`src/rtl/jpc_imem_fetch_if.sv`:
```
// Bundle between the fetch controller, its clients (boot loader, decode) and the BRAM port.
// Latency: none, wires only. master = fetch controller side, slave = environment side.
// Backpressure: ld_valid/ld_ready for loader writes, inst_valid/inst_ready toward decode.
`ifndef JPC_ADDRESS_WIDTH
`define JPC_ADDRESS_WIDTH 32
`endif

interface jpc_imem_fetch_if #(
  parameter int W = `JPC_ADDRESS_WIDTH
);
  // control
  logic         start;
  logic [W-1:0] start_pc;
  logic         halt;
  // loader
  logic         ld_valid;
  logic         ld_ready;
  logic [W-1:0] ld_addr;
  logic [W-1:0] ld_data;
  // redirect
  logic         redir_valid;
  logic [W-1:0] redir_pc;
  // decode stream
  logic         inst_valid;
  logic         inst_ready;
  logic [W-1:0] inst_data;
  logic [W-1:0] inst_pc;
  logic         busy;
  // BRAM port
  logic [W-1:0] mem_addr;
  logic [W-1:0] mem_din;
  logic         mem_we;
  logic [W-1:0] mem_dout;

  modport master (
    input  start, start_pc, halt,
    input  ld_valid, ld_addr, ld_data,
    input  redir_valid, redir_pc,
    input  inst_ready, mem_dout,
    output ld_ready, inst_valid, inst_data, inst_pc, busy,
    output mem_addr, mem_din, mem_we
  );

  modport slave (
    output start, start_pc, halt,
    output ld_valid, ld_addr, ld_data,
    output redir_valid, redir_pc,
    output inst_ready, mem_dout,
    input  ld_ready, inst_valid, inst_data, inst_pc, busy,
    input  mem_addr, mem_din, mem_we
  );
endinterface

```
`src/rtl/jpc_imem_fetch.sv`:
```
// Instruction BRAM requester: program loader while idle, instruction streamer while running.
// Latency: first instruction 1 cycle after start/redirect; then 1 instruction per cycle.
// Backpressure: inst_ready low re-reads the held address so inst_data stays stable; ld_ready low when start or running.
// Optional macro JPC_FETCH_PERF_EN adds perf_fetched / perf_stall saturating counters.
`ifndef JPC_ADDRESS_WIDTH
`define JPC_ADDRESS_WIDTH 32
`endif

module jpc_imem_fetch #(
  parameter int DEPTH = 256  // power of two
) (
  input  logic                  clk,
  input  logic                  rst_n,
  jpc_imem_fetch_if.master      bus
`ifdef JPC_FETCH_PERF_EN
  ,
  output logic [31:0]           perf_fetched,
  output logic [31:0]           perf_stall
`endif
);

  localparam int W  = `JPC_ADDRESS_WIDTH;
  localparam int AW = $clog2(DEPTH);

  localparam logic [0:0] S_IDLE = 1'b0;
  localparam logic [0:0] S_RUN  = 1'b1;

  logic [0:0]    r_state;
  logic          r_inst_valid;
  logic [AW-1:0] r_inst_pc;

  logic [AW-1:0] w_addr;
  logic          w_we;
  logic [W-1:0]  w_din;
  logic          w_ld_ready;
  logic          w_fire;
  logic          w_start_acc;

  // Upper address bits are discarded by design; gathered here to document that.
  wire w_unused = ^{bus.start_pc[W-1:AW], bus.ld_addr[W-1:AW], bus.redir_pc[W-1:AW]};

  assign w_fire      = r_inst_valid & bus.inst_ready;
  assign w_start_acc = (r_state == S_IDLE) & bus.start;

  // BRAM request: loader writes in IDLE (start wins), next fetch address in RUN.
  always_comb begin
    w_addr     = r_inst_pc;
    w_we       = 1'b0;
    w_din      = '0;
    w_ld_ready = 1'b0;
    if (r_state == S_IDLE) begin
      w_ld_ready = !bus.start;
      w_din      = bus.ld_data;
      if (bus.start) begin
        w_addr = bus.start_pc[AW-1:0];
      end else begin
        w_addr = bus.ld_addr[AW-1:0];
        w_we   = bus.ld_valid;
      end
    end else begin
      if (bus.halt) begin
        w_addr = '0;
      end else if (bus.redir_valid) begin
        w_addr = bus.redir_pc[AW-1:0];
      end else if (w_fire) begin
        w_addr = r_inst_pc + 1'b1;  // wraps at DEPTH
      end else begin
        w_addr = r_inst_pc;         // stall: re-read so dout holds
      end
    end
  end

  assign bus.mem_addr   = {{(W-AW){1'b0}}, w_addr};
  assign bus.mem_we     = w_we;
  assign bus.mem_din    = w_din;
  assign bus.ld_ready   = w_ld_ready;
  assign bus.inst_valid = r_inst_valid;
  assign bus.inst_pc    = {{(W-AW){1'b0}}, r_inst_pc};
  assign bus.inst_data  = r_inst_valid ? bus.mem_dout : '0;
  assign bus.busy       = (r_state == S_RUN);

  // State, presented PC and valid: the registered PC always tracks the address sent to the BRAM.
  always_ff @(posedge clk or negedge rst_n) begin
    if (!rst_n) begin
      r_state      <= S_IDLE;
      r_inst_valid <= 1'b0;
      r_inst_pc    <= '0;
    end else begin
      case (r_state)
        S_IDLE: begin
          if (bus.start) begin
            r_state      <= S_RUN;
            r_inst_pc    <= w_addr;
            r_inst_valid <= 1'b1;
          end
        end
        default: begin
          if (bus.halt) begin
            r_state      <= S_IDLE;
            r_inst_valid <= 1'b0;
          end else begin
            r_inst_pc    <= w_addr;
            r_inst_valid <= 1'b1;
          end
        end
      endcase
    end
  end

`ifdef JPC_FETCH_PERF_EN
  logic [31:0] r_perf_fetched;
  logic [31:0] r_perf_stall;

  // Saturating fire / stall counters, cleared when a new run starts.
  always_ff @(posedge clk or negedge rst_n) begin
    if (!rst_n) begin
      r_perf_fetched <= '0;
      r_perf_stall   <= '0;
    end else if (w_start_acc) begin
      r_perf_fetched <= '0;
      r_perf_stall   <= '0;
    end else begin
      if (w_fire && (r_perf_fetched != 32'hFFFF_FFFF))
        r_perf_fetched <= r_perf_fetched + 32'd1;
      if (r_inst_valid && !bus.inst_ready && (r_perf_stall != 32'hFFFF_FFFF))
        r_perf_stall <= r_perf_stall + 32'd1;
    end
  end

  assign perf_fetched = r_perf_fetched;
  assign perf_stall   = r_perf_stall;
`else
  wire w_unused_start = w_start_acc;
`endif

endmodule

```
`src/flat_wrapper.sv`:
```
// flat-port wrapper written by rule: the top's interface ports become plain ports
module jpc_imem_fetch_flat 
#(
  parameter int DEPTH = 256                 
)
  (clk, rst_n, bus_start, bus_start_pc, bus_halt, bus_ld_valid, bus_ld_addr, bus_ld_data, bus_redir_valid, bus_redir_pc, bus_inst_ready, bus_mem_dout, bus_ld_ready, bus_inst_valid, bus_inst_data, bus_inst_pc, bus_busy, bus_mem_addr, bus_mem_din, bus_mem_we);
  jpc_imem_fetch_if #(.W((`JPC_ADDRESS_WIDTH))) bus_i ();
  input  logic clk;
  input  logic rst_n;
  input wire logic [$bits(bus_i.start)-1:0] bus_start;
  input wire logic [$bits(bus_i.start_pc)-1:0] bus_start_pc;
  input wire logic [$bits(bus_i.halt)-1:0] bus_halt;
  input wire logic [$bits(bus_i.ld_valid)-1:0] bus_ld_valid;
  input wire logic [$bits(bus_i.ld_addr)-1:0] bus_ld_addr;
  input wire logic [$bits(bus_i.ld_data)-1:0] bus_ld_data;
  input wire logic [$bits(bus_i.redir_valid)-1:0] bus_redir_valid;
  input wire logic [$bits(bus_i.redir_pc)-1:0] bus_redir_pc;
  input wire logic [$bits(bus_i.inst_ready)-1:0] bus_inst_ready;
  input wire logic [$bits(bus_i.mem_dout)-1:0] bus_mem_dout;
  output wire logic [$bits(bus_i.ld_ready)-1:0] bus_ld_ready;
  output wire logic [$bits(bus_i.inst_valid)-1:0] bus_inst_valid;
  output wire logic [$bits(bus_i.inst_data)-1:0] bus_inst_data;
  output wire logic [$bits(bus_i.inst_pc)-1:0] bus_inst_pc;
  output wire logic [$bits(bus_i.busy)-1:0] bus_busy;
  output wire logic [$bits(bus_i.mem_addr)-1:0] bus_mem_addr;
  output wire logic [$bits(bus_i.mem_din)-1:0] bus_mem_din;
  output wire logic [$bits(bus_i.mem_we)-1:0] bus_mem_we;
  assign bus_i.start = bus_start;
  assign bus_i.start_pc = bus_start_pc;
  assign bus_i.halt = bus_halt;
  assign bus_i.ld_valid = bus_ld_valid;
  assign bus_i.ld_addr = bus_ld_addr;
  assign bus_i.ld_data = bus_ld_data;
  assign bus_i.redir_valid = bus_redir_valid;
  assign bus_i.redir_pc = bus_redir_pc;
  assign bus_i.inst_ready = bus_inst_ready;
  assign bus_i.mem_dout = bus_mem_dout;
  assign bus_ld_ready = bus_i.ld_ready;
  assign bus_inst_valid = bus_i.inst_valid;
  assign bus_inst_data = bus_i.inst_data;
  assign bus_inst_pc = bus_i.inst_pc;
  assign bus_busy = bus_i.busy;
  assign bus_mem_addr = bus_i.mem_addr;
  assign bus_mem_din = bus_i.mem_din;
  assign bus_mem_we = bus_i.mem_we;
  jpc_imem_fetch #(.DEPTH(DEPTH)) u_core (.clk(clk), .rst_n(rst_n), .bus(bus_i));
endmodule
```
`config.mk`:
```
export PLATFORM = sky130hd
export DESIGN_NAME = jpc_imem_fetch_flat
export DESIGN_NICKNAME = d
export VERILOG_FILES = /design/src/rtl/jpc_imem_fetch_if.sv /design/src/rtl/jpc_imem_fetch.sv /design/src/flat_wrapper.sv
export SDC_FILE = /design/constraint.sdc
export NUM_CORES = 1
export LEC_CHECK = 0
export ABC_AREA = 1
export BUFFER_PORTS_ARGS = -buffer_cell sky130_fd_sc_hd__buf_2
export CAP_MARGIN = 20
export CORE_AREA = 4 4 113 115
export DETAILED_ROUTE_END_ITERATION = 12
export DIE_AREA = 0 0 117 119
export GPL_TIMING_DRIVEN = 0
export RECOVER_POWER = 50
export SLEW_MARGIN = 30
export SYNTH_ARGS = -nofsm -noshare
export SYNTH_HDL_FRONTEND = slang
export SYNTH_SLANG_ARGS = --single-unit
```
`constraint.sdc`:
```
create_clock -name clk -period 1.79 [get_ports clk]
set_input_delay 0.179 -clock clk [delete_from_list [all_inputs] [get_ports clk]]
set_output_delay 0.179 -clock clk [all_outputs]
set_load 0.01 [all_outputs]
```
=== Word level (Yosys, flattened, before mapping) ===
Index checks and enable logic that the tools add are counted.
Widths: inputs -> output; s select.

* Add/subtract/negate cells: 1
* Equality and inequality tests: 1
* Multiplexer cells: 18
* Bitwise gates (word level): 1
* Reduce and logical (&&, ||, !) cells: 3

{| class="wikitable"
|+ Operator list
! cell !! count
|-
| $mux 32 || 2
|-
| $mux 8 || 8
|-
| $add 8x1->8 const B || 1
|-
| $mux 1 || 8
|-
| $ne 2x2->1 const B || 1
|-
| $reduce_and 2->1 || 1
|-
| $reduce_bool 2->1 || 1
|-
| $and 1x1->1 || 1
|-
| $logic_not 1->1 || 1
|}

* Register bits: 10
* Bits of input ports: 167
* Output and inout port bits: 132
* Logic and storage cells: 27

=== Depth between registers and ports, before layout ===
* Word-level depth: 7
* Depth in mapped cells: 10

=== Worst setup path after synthesis ===
OpenSTA, ideal clock, no wires.

* Kind: register -> output
* From: register u_core.r_inst_pc[0]
* To: output port bus_mem_addr[2]
* Arrival time: 1.194 ns
* Data required time: 1.611 ns
* Slack: 0.417 ns
* Cell stages (with the launch flop): 8
* Path buffers: 0
* Cells stage by stage: dfrtp_1 ha_1 inv_1 nor2_4 nand2_1 nand3_1 a22oi_1 nand2_1

* Longest elaborated chain between the ends: 5

{| class="wikitable"
|+ Ends and longest elaborated chain
! item !! line !! RTL
|-
| start: declaration || jpc_imem_fetch.sv:30 || <nowiki>logic [AW-1:0] r_inst_pc;</nowiki>
|-
| start signal: assignment || jpc_imem_fetch.sv:93 || <nowiki>r_inst_pc <= w_addr;</nowiki>
|-
| start signal: assignment || jpc_imem_fetch.sv:102 || <nowiki>r_inst_pc <= w_addr;</nowiki>
|-
| $add 8x1->8 || jpc_imem_fetch.sv:66 || <nowiki>w_addr = r_inst_pc + 1'b1;</nowiki>
|-
| $mux 8 || jpc_imem_fetch.sv:65 || <nowiki>end else if (w_fire) begin</nowiki>
|-
| $mux 8 || jpc_imem_fetch.sv:63 || <nowiki>end else if (bus.redir_valid) begin</nowiki>
|-
| $mux 8 || jpc_imem_fetch.sv:61 || <nowiki>if (bus.halt) begin</nowiki>
|-
| $mux 8 || jpc_imem_fetch.sv:51 || <nowiki>if (r_state == S_IDLE) begin</nowiki>
|-
| end: declaration || flat_wrapper.sv:25 || <nowiki>output wire logic [$bits(bus_i.mem_addr)-1:0] bus_mem_addr;</nowiki>
|}

Every way passes these cells.

=== Worst setup path in the final report ===
* From: register u_core.r_inst_pc[1]
* To: output port bus_mem_addr[7]

Same word-level chain as after synthesis.

==> results.sh <==
export IMPL_outcome="finished clean"
export IMPL_critPathBufInv=2
export IMPL_power_mw=1.96
export IMPL_clkTransAtPathRegs_ns=0.04
export IMPL_cts_tree="built"
export IMPL_vias_per_cell=3.39
export IMPL_cp_slowest_cell="dfrtp_2"
export IMPL_synth_top_family_by_area="buffers and inverters"
export IMPL_clock_path_buffers=2
export IMPL_finalCriticalPeriod_ns=1.72
export IMPL_rsz0062_at_grt="yes"
export IMPL_seqPwrFrac_pct=18.5
export IMPL_finalMaxSlewViolations=0
export IMPL_synth_simple_area_share_pct=37.9
export IMPL_synth_edf_count=0
export IMPL_setup_viol=0
export IMPL_synthAdderAreaFrac_pct=0.733
export IMPL_worst_pin_slew_ns=0.615
export IMPL_rows=40
export IMPL_yosysSeqAreaShare_pct=14.7
export IMPL_synth_most_common_cell="nand2_1"
export IMPL_cpPeakStageDelay_ns=0.42
export IMPL_synth_commonest_cells="nand2_1 (80), inv_1 (76), buf_4 (49)"
export IMPL_dp_cells=686
export IMPL_crit_required_ns=1.61
export IMPL_antenna_found_initial=0
export IMPL_track_usage_pct=8.84
export IMPL_power_frac_comb_pct=61.4
export IMPL_dp_final_hpwl_um=5970
export IMPL_ys_ff_latch=10
export IMPL_yosysUniqueCellTypes=22
export IMPL_grt_max_degree=11
export IMPL_r2r_cells=8
export IMPL_clock_skew_ns=0.00214
export IMPL_cp_cell_sequence="buf_4 > nand2_1 > nor2_4 > nand2_1 > nand2_1 > nand3_1 > nand2_1 > nand2_1 > buf_2"
export IMPL_endpoint_kind="output port"
export IMPL_synth_main_ff_cell="dfrtp_1"
export IMPL_worstSetupPathType="reg2out"
export IMPL_intPower_mw=1.09
export IMPL_cp_depth=9
export IMPL_finalHoldViolations=0
export IMPL_p_leak_nw=2.24
export IMPL_cap_violations=0
export IMPL_instances_no_fill=699
export IMPL_die_area_um2=13900
export IMPL_cts_max_level=1
export IMPL_nNetsFinal=722
export IMPL_cts_buffers=3
export IMPL_syn_inst=314
export IMPL_hold_path_class="in2reg"
export IMPL_async_flop_share_pct=100
export IMPL_postSynthAreaPerCell_um2=5.44
export IMPL_grt_pass1_wl_um=10000
export IMPL_core_region_area_um2=11800
export IMPL_start_util_pct=14.5
export IMPL_synth_area_um2=1710
export IMPL_p_per_area_nw_per_um2=622
export IMPL_clock_latency_ns=0.24
export IMPL_gr_total_overflow=0
export IMPL_synth_compound_area_share_pct=5.13
export IMPL_critical_path_top_delay_family="simple AND/OR/NAND/NOR gates"
export IMPL_ir_worst_vdd_mv=0.276
export IMPL_drt_iter0_drc=43
export IMPL_cts_sinks=10
export IMPL_grt_pass1_vias=2143
export IMPL_synth_mux_area_share_pct=0
export IMPL_cts_root_buf="clkbuf_16"
export IMPL_wl_um=6820
export IMPL_gp_congestion=0.784
export IMPL_layout_drive_gt1_share_pct=45.8
export IMPL_yosys_warnings=0
export IMPL_io_pins=299
export IMPL_drc_errors=0
export IMPL_critPathArrivalTime_ns=1.54
export IMPL_port_buffers=178
export IMPL_synth_area_leaders="buf_4 (22%), nand2_1 (18%), inv_1 (17%)"
export IMPL_p_sw_share_pct=44.4
export IMPL_max_freq_ghz=0.581
export IMPL_nFillCells=1355
export IMPL_drt_pass1_iter_count=4
export IMPL_layout_area_overhead_vs_synth_pct=84.9
export IMPL_avgRoutedWirePerCell_um=9.75
export IMPL_synth_top_cell_area_share_pct=21.5
export IMPL_slew_headroom_pct=59.0
export IMPL_start_kind="flop"
export IMPL_diodes=0
export IMPL_final_period_utilization_pct=96.2
export IMPL_final_core_util_pct=26.7
export IMPL_switchingPower_uw=872
export IMPL_cp_common_cell="nand2_1"
export IMPL_drtAntennaViolNets=0
export IMPL_die_height_um=119
export IMPL_chipWidth_um=117
export IMPL_pwr_share_clk_pct=20.1
export IMPL_via_count=2369
export IMPL_synth_xor_area_share_pct=0
export IMPL_hold_path_depth=3
export IMPL_yosys_area_top_type="buf_4"
export IMPL_cp_max_fo=5
[area by class of cell]
cell class	instances	area (um^2)	area share, %
multi-input combinational	214	977	30.9
clock buffer	3	75.1	2.38
timing repair buffer	188	960	30.4
sequential	10	251	7.96
inverter	80	300	9.51
buffer	57	410	13.0
tap	147	184	5.82
[path summary, 6_finish.rpt]
path	start	to	slack, ns
min reg2reg	u_core.r_inst_pc[7]	u_core.r_inst_pc[7]	0.55
min	bus_start_pc[0]	u_core.r_inst_pc[0]	0.20
max reg2reg	u_core.r_inst_pc[0]	u_core.r_inst_pc[2]	0.40
max	u_core.r_inst_pc[1]	bus_mem_addr[7]	0.07
min in group asynchronous	rst_n	u_core.r_inst_pc[5]	0.48
max in group asynchronous	rst_n	u_core.r_inst_pc[1]	0.87
[logic make-up after synthesis]
kind of cell,count (synthesis)
compound gates,14
fa+ha+maj,1
buf+inv,137
flops,10
other cells,1
simple gates,151
[metal layers]
| layer | up-vias | share of wire [%] | GRT usage (%) |
|---|---|---|---|
| met5 | - | 0 | 0 |
| met3 | 4 | 9.0 | 1.42 |
| met4 | 0 | 0.73 | 1.51 |
| met1 | 951 | 40 | 10.7 |
| met2 | 131 | 50 | 16.3 |
| li1 | 1283 | - | - |
[sequential cells by signal, summed over array words and instances, names as in the netlist]
signal	count
u_core.bus.busy	1
u_core.bus.inst_valid	1
u_core.r_inst_pc	8
[cell usage in the layout, fill, tap and decap left out, types with 4 or more instances in the layout]
master | netlist | layout
nor2_4 | 5 | 5
o21ai_1 | 2 | 4
nor2_1 | 47 | 47
conb_1 | 1 | 48
nand2_1 | 80 | 80
buf_4 | 49 | 56
inv_1 | 76 | 75
dfrtp_1 | 10 | 9
buf_2 | 1 | 169
inv_2 | 4 | 5
clkbuf_1 | 6 | 16
nand3_1 | 14 | 11
[metrics by stage]
step	worst slack, ns	TNS [ns]	hold WS [ns]	cell area, um^2
floorplan	0.417	0	-0.117	1880
CTS	0.0214	0	0.208	3080
global route	-0.0188	-0.0642	0.225	3160
detailed placement	0.175	0	0.0636	2960
global placement	0.156	0	0.0646	2960
finish	0.0678	0	0.201	3160
[what timing repair did]
action / 4_1_cts / 5_1_grt
pin swaps: 0 / 5
endpoints found under the setup margin: 5 / 7
endpoints found under the hold margin: 10 / 0
cloned: 0 / 0
buffers inserted: 3 / 6
hold buffers: 1 / 0
resized for setup: 5 / 10
[tightest hold or removal path, cell delays in order]
cell	delay [ns]
buf_2	0.08
a21oi_2	0.06
o21ai_1	0.07
[power groups by stage]
stage	Sequential, mW	Clock [mW]	Combinational (mW)
after floorplan	0.366	0	0.650
after global placement	0.361	0	1.14
after detailed placement	0.359	0	1.14
after CTS	0.357	0.396	1.16
after global routing	0.370	0.408	1.36
final	0.363	0.395	1.21
Power figures use the tool's default switching activity.
